## config.mk

```make
export PLATFORM = sky130hd
export DESIGN_NAME = pipe_hazard_ctrl_flat
export DESIGN_NICKNAME = d
export VERILOG_FILES = /design/src/rtl/pipe_hazard_ctrl_pkg.sv /design/src/rtl/pipe_hazard_ctrl_if.sv /design/src/rtl/pipe_hazard_ctrl_fwd_sel.sv /design/src/rtl/pipe_hazard_ctrl.sv /design/src/flat_wrapper.sv
export SDC_FILE = /design/constraint.sdc
export NUM_CORES = 1
export LEC_CHECK = 0
export BUFFER_PORTS_ARGS = -buffer_cell sky130_fd_sc_hd__buf_4
export CORE_ASPECT_RATIO = 1.5
export CORE_MARGIN = 4
export CORE_UTILIZATION = 36
export DETAILED_ROUTE_END_ITERATION = 8
export GPL_ROUTABILITY_DRIVEN = 0
export HOLD_SLACK_MARGIN = 0.1
export MAX_ROUTING_LAYER = met4
export PLACE_DENSITY = 0.82
export SLEW_MARGIN = 20
export SYNTH_ARGS = -nofsm -noshare
export SYNTH_HDL_FRONTEND = slang
export SYNTH_SLANG_ARGS = --single-unit
```

## constraint.sdc

```tcl
create_clock -name clk -period 1.52 [get_ports clk]
set_input_delay 0.228 -clock clk [delete_from_list [all_inputs] [get_ports clk]]
set_output_delay 0.228 -clock clk [all_outputs]
set_load 0.01 [all_outputs]
```

## src/rtl/pipe_hazard_ctrl_pkg.sv

```systemverilog
// Shared types and constants for the pipeline hazard controller.
package pipe_ctrl_pkg;

   // Mul/div sequencing states
   typedef enum logic [1:0] {
      RUN     = 2'd0,
      MD_BUSY = 2'd1,
      MD_HOLD = 2'd2
   } mdState_t;

   // EX operand forwarding selects
   localparam logic [1:0] FWD_RF  = 2'b00;
   localparam logic [1:0] FWD_WB  = 2'b01;
   localparam logic [1:0] FWD_MEM = 2'b10;

   // ceil(log2(lat)), at least 1, for the mul/div occupancy counter
   function automatic int unsigned cntWidth(input int unsigned lat);
      int unsigned w;
      w = 1;
      while ((32'd1 << w) < lat) w = w + 1;
      return w;
   endfunction

endpackage

```

## src/rtl/pipe_hazard_ctrl_if.sv

```systemverilog
// Hazard controller bundle: pipeline status in, stall/flush/forward controls out.
// Optional perf-counter outputs are present only with HAZ_PERF_CNT_EN defined.
interface pipe_hazard_ctrl_if #(parameter int unsigned REG_AW = 5);
   logic [REG_AW-1:0] rs_d, rt_d;
   logic [REG_AW-1:0] rs_e, rt_e, rd_e;
   logic              reg_wr_e, mem_rd_e;
   logic [REG_AW-1:0] rd_m, rd_w;
   logic              reg_wr_m, reg_wr_w;
   logic              br_taken_e;
   logic              md_start_e;
   logic              mem_req_m;
   logic              dmem_ready;
   logic              stall_f, stall_d, stall_e, stall_m;
   logic              flush_d, flush_e, flush_m, flush_w;
   logic [1:0]        fwd_a_e, fwd_b_e;
   logic              md_done;
`ifdef HAZ_PERF_CNT_EN
   logic [31:0]       stall_cycles;
   logic [31:0]       flush_events;
`endif

   // Pipeline side
   modport master (
      output rs_d, rt_d, rs_e, rt_e, rd_e, reg_wr_e, mem_rd_e,
             rd_m, rd_w, reg_wr_m, reg_wr_w, br_taken_e, md_start_e,
             mem_req_m, dmem_ready,
      input  stall_f, stall_d, stall_e, stall_m,
             flush_d, flush_e, flush_m, flush_w,
             fwd_a_e, fwd_b_e, md_done
`ifdef HAZ_PERF_CNT_EN
      , input stall_cycles, flush_events
`endif
   );

   // Controller side
   modport slave (
      input  rs_d, rt_d, rs_e, rt_e, rd_e, reg_wr_e, mem_rd_e,
             rd_m, rd_w, reg_wr_m, reg_wr_w, br_taken_e, md_start_e,
             mem_req_m, dmem_ready,
      output stall_f, stall_d, stall_e, stall_m,
             flush_d, flush_e, flush_m, flush_w,
             fwd_a_e, fwd_b_e, md_done
`ifdef HAZ_PERF_CNT_EN
      , output stall_cycles, flush_events
`endif
   );
endinterface

```

## src/rtl/pipe_hazard_ctrl_fwd_sel.sv

```systemverilog
// Single-operand forwarding select: MEM beats WB, register 0 never forwards.
module fwd_sel
   import pipe_ctrl_pkg::*;
#(
   parameter int unsigned REG_AW = 5
) (
   input  logic [REG_AW-1:0] src,
   input  logic [REG_AW-1:0] rdM,
   input  logic              regWrM,
   input  logic [REG_AW-1:0] rdW,
   input  logic              regWrW,
   output logic [1:0]        sel
);

   // Priority compare against the in-flight destinations
   always_comb begin
      sel = FWD_RF;
      if (regWrM && (rdM != '0) && (rdM == src)) begin
         sel = FWD_MEM;
      end else if (regWrW && (rdW != '0) && (rdW == src)) begin
         sel = FWD_WB;
      end
   end

endmodule

```

## src/rtl/pipe_hazard_ctrl.sv

```systemverilog
// Pipeline hazard/sequencing controller: stalls, flushes, EX forwarding,
// mul/div EX occupancy and data-memory wait handling.
// Optional: HAZ_PERF_CNT_EN adds saturating stall/flush event counters.
module pipe_hazard_ctrl
   import pipe_ctrl_pkg::*;
#(
   parameter int unsigned REG_AW = 5,
   parameter int unsigned MD_LAT = 4
) (
   input logic            clk,
   input logic            reset,
   pipe_hazard_ctrl_if.slave hz
);

   localparam int unsigned CNT_W = cntWidth(MD_LAT);

   mdState_t         state;
   logic [CNT_W-1:0] cnt;
   logic             memWait;
   logic             loadUse;
   logic             mdStall;
   logic             mdDone;
   logic             brEff;
   logic             luEff;
   logic [1:0]       fwdA;
   logic [1:0]       fwdB;

   fwd_sel #(.REG_AW(REG_AW)) uFwdA (
      .src(hz.rs_e), .rdM(hz.rd_m), .regWrM(hz.reg_wr_m),
      .rdW(hz.rd_w), .regWrW(hz.reg_wr_w), .sel(fwdA)
   );

   fwd_sel #(.REG_AW(REG_AW)) uFwdB (
      .src(hz.rt_e), .rdM(hz.rd_m), .regWrM(hz.reg_wr_m),
      .rdW(hz.rd_w), .regWrW(hz.reg_wr_w), .sel(fwdB)
   );

   // Raw hazard conditions
   always_comb begin
      memWait = hz.mem_req_m & ~hz.dmem_ready;
      loadUse = hz.mem_rd_e & hz.reg_wr_e & (hz.rd_e != '0) &
                ((hz.rd_e == hz.rs_d) | (hz.rd_e == hz.rt_d));
   end

   // Mul/div stall and completion decoded from the sequencer state
   always_comb begin
      mdStall = 1'b0;
      mdDone  = 1'b0;
      unique case (state)
         RUN:     mdStall = hz.md_start_e;
         MD_BUSY: begin
            if (cnt != '0) mdStall = 1'b1;
            else           mdDone  = ~memWait;
         end
         MD_HOLD: mdDone = ~memWait;
         default: ;
      endcase
   end

   // Mul/div sequencer; counter keeps running under a memory wait
   always_ff @(posedge clk) begin
      if (reset) begin
         state <= RUN;
         cnt   <= '0;
      end else begin
         unique case (state)
            RUN: begin
               if (hz.md_start_e) begin
                  cnt   <= CNT_W'(MD_LAT - 2);
                  state <= MD_BUSY;
               end
            end
            MD_BUSY: begin
               if (cnt != '0)    cnt   <= cnt - CNT_W'(1);
               else if (memWait) state <= MD_HOLD;
               else              state <= RUN;
            end
            MD_HOLD: begin
               if (!memWait) state <= RUN;
            end
            default: state <= RUN;
         endcase
      end
   end

   // Branch kills a wrong-path load-use; both yield to mul/div and memory waits
   always_comb begin
      brEff = hz.br_taken_e & ~mdStall & ~memWait;
      luEff = loadUse & ~hz.br_taken_e & ~mdStall & ~memWait;
   end

   // Output drive; memory wait overrides all other stall/flush sources
   always_comb begin
      hz.stall_f = 1'b0;
      hz.stall_d = 1'b0;
      hz.stall_e = 1'b0;
      hz.stall_m = 1'b0;
      hz.flush_d = 1'b0;
      hz.flush_e = 1'b0;
      hz.flush_m = 1'b0;
      hz.flush_w = 1'b0;
      hz.fwd_a_e = FWD_RF;
      hz.fwd_b_e = FWD_RF;
      hz.md_done = 1'b0;
      if (!reset) begin
         hz.fwd_a_e = fwdA;
         hz.fwd_b_e = fwdB;
         hz.md_done = mdDone;
         if (memWait) begin
            hz.stall_f = 1'b1;
            hz.stall_d = 1'b1;
            hz.stall_e = 1'b1;
            hz.stall_m = 1'b1;
            hz.flush_w = 1'b1;
         end else begin
            hz.stall_f = mdStall | luEff;
            hz.stall_d = mdStall | luEff;
            hz.stall_e = mdStall;
            hz.flush_d = brEff;
            hz.flush_e = brEff | luEff;
            hz.flush_m = mdStall;
         end
      end
   end

`ifdef HAZ_PERF_CNT_EN
   logic [31:0] stallCycles;
   logic [31:0] flushEvents;

   // Saturating perf counters
   always_ff @(posedge clk) begin
      if (reset) begin
         stallCycles <= '0;
         flushEvents <= '0;
      end else begin
         if (hz.stall_f && (stallCycles != '1)) stallCycles <= stallCycles + 32'd1;
         if ((hz.flush_d || hz.flush_e) && (flushEvents != '1)) flushEvents <= flushEvents + 32'd1;
      end
   end

   assign hz.stall_cycles = stallCycles;
   assign hz.flush_events = flushEvents;
`endif

endmodule

```

## src/flat_wrapper.sv

```systemverilog
// flat-port wrapper written by rule: the top's interface ports become plain ports
module pipe_hazard_ctrl_flat import pipe_ctrl_pkg::*;
#(
   parameter int unsigned REG_AW = 5,
   parameter int unsigned MD_LAT = 4
)
  (clk, reset, hz_rs_d, hz_rt_d, hz_rs_e, hz_rt_e, hz_rd_e, hz_reg_wr_e, hz_mem_rd_e, hz_rd_m, hz_rd_w, hz_reg_wr_m, hz_reg_wr_w, hz_br_taken_e, hz_md_start_e, hz_mem_req_m, hz_dmem_ready, hz_stall_f, hz_stall_d, hz_stall_e, hz_stall_m, hz_flush_d, hz_flush_e, hz_flush_m, hz_flush_w, hz_fwd_a_e, hz_fwd_b_e, hz_md_done);
  pipe_hazard_ctrl_if #(.REG_AW(REG_AW)) hz_i ();
  input logic clk;
  input logic reset;
  input wire logic [$bits(hz_i.rs_d)-1:0] hz_rs_d;
  input wire logic [$bits(hz_i.rt_d)-1:0] hz_rt_d;
  input wire logic [$bits(hz_i.rs_e)-1:0] hz_rs_e;
  input wire logic [$bits(hz_i.rt_e)-1:0] hz_rt_e;
  input wire logic [$bits(hz_i.rd_e)-1:0] hz_rd_e;
  input wire logic [$bits(hz_i.reg_wr_e)-1:0] hz_reg_wr_e;
  input wire logic [$bits(hz_i.mem_rd_e)-1:0] hz_mem_rd_e;
  input wire logic [$bits(hz_i.rd_m)-1:0] hz_rd_m;
  input wire logic [$bits(hz_i.rd_w)-1:0] hz_rd_w;
  input wire logic [$bits(hz_i.reg_wr_m)-1:0] hz_reg_wr_m;
  input wire logic [$bits(hz_i.reg_wr_w)-1:0] hz_reg_wr_w;
  input wire logic [$bits(hz_i.br_taken_e)-1:0] hz_br_taken_e;
  input wire logic [$bits(hz_i.md_start_e)-1:0] hz_md_start_e;
  input wire logic [$bits(hz_i.mem_req_m)-1:0] hz_mem_req_m;
  input wire logic [$bits(hz_i.dmem_ready)-1:0] hz_dmem_ready;
  output wire logic [$bits(hz_i.stall_f)-1:0] hz_stall_f;
  output wire logic [$bits(hz_i.stall_d)-1:0] hz_stall_d;
  output wire logic [$bits(hz_i.stall_e)-1:0] hz_stall_e;
  output wire logic [$bits(hz_i.stall_m)-1:0] hz_stall_m;
  output wire logic [$bits(hz_i.flush_d)-1:0] hz_flush_d;
  output wire logic [$bits(hz_i.flush_e)-1:0] hz_flush_e;
  output wire logic [$bits(hz_i.flush_m)-1:0] hz_flush_m;
  output wire logic [$bits(hz_i.flush_w)-1:0] hz_flush_w;
  output wire logic [$bits(hz_i.fwd_a_e)-1:0] hz_fwd_a_e;
  output wire logic [$bits(hz_i.fwd_b_e)-1:0] hz_fwd_b_e;
  output wire logic [$bits(hz_i.md_done)-1:0] hz_md_done;
  assign hz_i.rs_d = hz_rs_d;
  assign hz_i.rt_d = hz_rt_d;
  assign hz_i.rs_e = hz_rs_e;
  assign hz_i.rt_e = hz_rt_e;
  assign hz_i.rd_e = hz_rd_e;
  assign hz_i.reg_wr_e = hz_reg_wr_e;
  assign hz_i.mem_rd_e = hz_mem_rd_e;
  assign hz_i.rd_m = hz_rd_m;
  assign hz_i.rd_w = hz_rd_w;
  assign hz_i.reg_wr_m = hz_reg_wr_m;
  assign hz_i.reg_wr_w = hz_reg_wr_w;
  assign hz_i.br_taken_e = hz_br_taken_e;
  assign hz_i.md_start_e = hz_md_start_e;
  assign hz_i.mem_req_m = hz_mem_req_m;
  assign hz_i.dmem_ready = hz_dmem_ready;
  assign hz_stall_f = hz_i.stall_f;
  assign hz_stall_d = hz_i.stall_d;
  assign hz_stall_e = hz_i.stall_e;
  assign hz_stall_m = hz_i.stall_m;
  assign hz_flush_d = hz_i.flush_d;
  assign hz_flush_e = hz_i.flush_e;
  assign hz_flush_m = hz_i.flush_m;
  assign hz_flush_w = hz_i.flush_w;
  assign hz_fwd_a_e = hz_i.fwd_a_e;
  assign hz_fwd_b_e = hz_i.fwd_b_e;
  assign hz_md_done = hz_i.md_done;
  pipe_hazard_ctrl #(.REG_AW(REG_AW), .MD_LAT(MD_LAT)) u_core (.clk(clk), .reset(reset), .hz(hz_i));
endmodule
```

==> results.json <==
{
  "fin_skew_ns": 0.0144,
  "layoutNonFillerInstCount": 214,
  "power_density_mw_per_mm2": 471,
  "cts_tree": "done",
  "wl_per_cell_um": 16.3,
  "dp_cells": 207,
  "num_vias": 1130,
  "io_buffers": 57,
  "post-route-period-util_pct": 117,
  "clock_sinks": 4,
  "slowest_delay_ns": 0.33,
  "outcome": "finished, violations left",
  "reg2reg_slack_ns": 0.14,
  "critPathTopFamily": "compound AO/OA/AOI/OAI gates",
  "worst_skew_pair.late_latency_ns": 0.24,
  "setup_violations": 10,
  "power_leakage_nw": 0.736,
  "rr_worst_depth": 7,
  "io_pins": 58,
  "syn-num-nets": 155,
  "synth_top_area_cell": "xor2_1",
  "design_area_mm2": 0.00166,
  "worstHoldPathCells": 3,
  "arrival_ns": 1.54,
  "grt_max_degree": 12,
  "hold_violations": 0,
  "violations": "negative setup slack",
  "drv_cap": 0,
  "grt_usage_pct": 24.4,
  "slew_viol_final": 0,
  "critical-path-slowest-cell": "dfxtp_2",
  "min_period_ns": 1.77,
  "drt_first_pass_iters": 5,
  "detail-route-antenna-nets": 0,
  "ys_seq_area_share_pct": 10.4,
  "cp_max_fo": 3,
  "critPathKind": "flop to output pin",
  "hold_class": "input pin to flop",
  "grt_first_pass_wirelength_um": 5300,
  "viasPerCell": 5.28,
  "start_util_pct": 38.1,
  "crit_chain": "inv_2 > ha_4 > nor2b_4 > a21oi_4 > buf_6 > a21oi_4 > o21bai_4 > buf_6",
  "drc": 0,
  "tightest_slew_ns": 0.344,
  "worst_r2r_endpoint": "u_core.cnt[0]",
  "clkTransAtPathRegs_ns": 0.03,
  "root_buffer": "clkbuf_4",
  "die-width_um": 45.8,
  "syn2layout_area_growth_pct": 114,
  "syn_inst": 106,
  "dp_hpwl_um": 2770,
  "synth_cell_types": 31,
  "r2r-start": "u_core.state[1]",
  "fin_nets": 243,
  "die_h_um": 64.8,
  "final_layout_size_suffix_gt1_share_pct": 63.0,
  "dieArea_mm2": 0.00297,
  "hold_start": "hz_md_start_e",
  "whs_endpoint": "u_core.state[0]",
  "htree_levels": 1,
  "fmax_ghz": 0.564,
  "synth_seq_cells": 4,
  "netlist_area_um2": 773,
  "first_iter_violations": 46,
  "yosys-top-cells-area": "xor2_1 20%, xnor2_1 14%, dfxtp_1 10%",
  "preCtsSetupSlack_ns": -0.264,
  "cp-start-kind": "flop",
  "grt_setup_unrepaired": "true",
  "row_count": 20,
  "grt_overflow": 0,
  "synth.avg_cell_area_um2": 7.29,
  "ir_drop_mv": 0.390,
  "wirelength_um": 3480,
  "required_ns": 1.29,
  "synth_top_area_share_pct": 20.4,
  "cts_hold_buf": 0,
  "core_area_mm2": 0.00203,
  "fin_ws_ns": -0.252,
  "yosys_warnings": 0,
  "placed_area_mm2": 0.00144,
  "cts.path.max_buffers": 2,
  "slew_headroom_pct": 77.1,
  "antenna_found_initial": 0,
  "end_kind": "output pin",
  "crit_buf_inv": 3,
  "numCtsBuffers": 3,
  "n_antenna_cell": 0,
  "grt_pass1_vias": 1295,
  "fillers": 135
}
-- worst register-to-register path: cells and delay by family (launching register included) --
family | cells | cell delay [ns]
and+or+nand+nor | 2 | 0.27
adders and majority gates | 1 | 0.22
DFF | 1 | 0.32
buffers and inverters | 2 | 0.23
AOI/OAI and AO/OA | 2 | 0.24
-- registers in the layout, summed over array words and instances, names as in the netlist --
signal,cells
u_core.cnt,2
u_core.state,2
-- through the flow --
stage               power, mW  utilization (%)  hold WS, ns  TNS [ns]
floorplan               0.308                -        0.417   -0.0413
global placement        0.525             71.0        0.450    -0.625
detailed placement      0.545             71.0        0.454     -1.21
CTS                     0.735             77.7        0.327     -1.84
global route            0.833             81.8        0.371     -2.07
finish                  0.780             81.8        0.335     -1.78
-- Yosys cell counts --
cell and instances:
nor2b_1 4, nor4_1 2, nand2b_1 2, inv_1 4, o21ai_1 1, nor4_2 1
nand4_1 2, a21o_1 1, a21oi_1 8, and2_1 1, nor3b_1 1, or4_1 3
a22oi_1 1, and2_0 1, buf_4 2, o21ai_0 2, o21a_1 1, o21ai_2 1
ha_1 4, nand3_1 4, nor3_1 8, xor2_1 18, dfxtp_1 4, nand2_1 5
and3_1 1, xnor2_1 12, clkbuf_1 1, nor2_1 7, nor3_2 1, a31oi_1 1
o21bai_1 2
-- cell families after synthesis --
logic type	after synthesis	synth area share, %
AND/OR/NAND/NOR	43	30.9
buffers and inverters	7	4.37
AO/OA/AOI/OAI	18	13.9
adder cells (fa/ha/maj)	4	6.47
flip-flops	4	10.4
XOR/XNOR	30	34.0
-- cells in the final DEF (no fill, tap or decap), types with 2 or more instances in the layout --
cell,n
a21oi_2,2
buf_4,74
dfxtp_2,3
xnor2_1,10
ha_4,2
nor2_1,7
nand3_1,4
clkbuf_4,3
inv_2,4
nor3_1,5
xnor2_2,2
a21oi_1,4
nor3_2,4
buf_6,12
xor2_1,18
nand2_1,5
nor4_2,2
nor2b_1,3
or4_4,2
nand4_1,2
a21oi_4,2
o21ai_0,2
-- layer usage --
layer  global-route usage [%]  part of all wire, %  vias to the layer above
met4                     10.3                  4.1                        0
li1                         -                    -                      542
met1                     20.1                   32                      505
met3                     2.22                  7.4                       14
met5                        -                    0                        -
met2                     49.5                   57                       69
-- where the power goes --
part	internal (mW)	switching [mW]	total, mW
Combinational	0.295	0.225	0.520
Sequential	0.117	0.00947	0.126
Clock	0.0885	0.0459	0.134
-- repair_timing --
item	CTS	global route
setup buffers	3	1
pin swaps	10	11
setup endpoints to repair	11	15
resized for setup	24	17
-- worst max path at each step --
stage,end,from,slack [ns],cells past startpoint
final,hz_stall_d,u_core.state[1],-0.25,8
after global placement,hz_fwd_a_e[0],reset,-0.20,6
after global routing,hz_flush_e,u_core.state[1],-0.28,8
after detailed placement,hz_fwd_b_e[0],hz_rd_m[0],-0.26,6
after CTS,hz_flush_e,u_core.state[1],-0.27,8
after floorplan,hz_stall_f,u_core.cnt[0],-0.04,7
-- area by class of cell --
cell class / count / area [um2] / area share, %
multi-input combinational: 95 / 815 / 49.1
timing repair buffer: 86 / 691 / 41.7
sequential: 4 / 87.6 / 5.28
tap: 22 / 27.5 / 1.66
clock buffer: 3 / 22.5 / 1.36
inverter: 4 / 15.0 / 0.906
(Power assumes the default switching activity.)
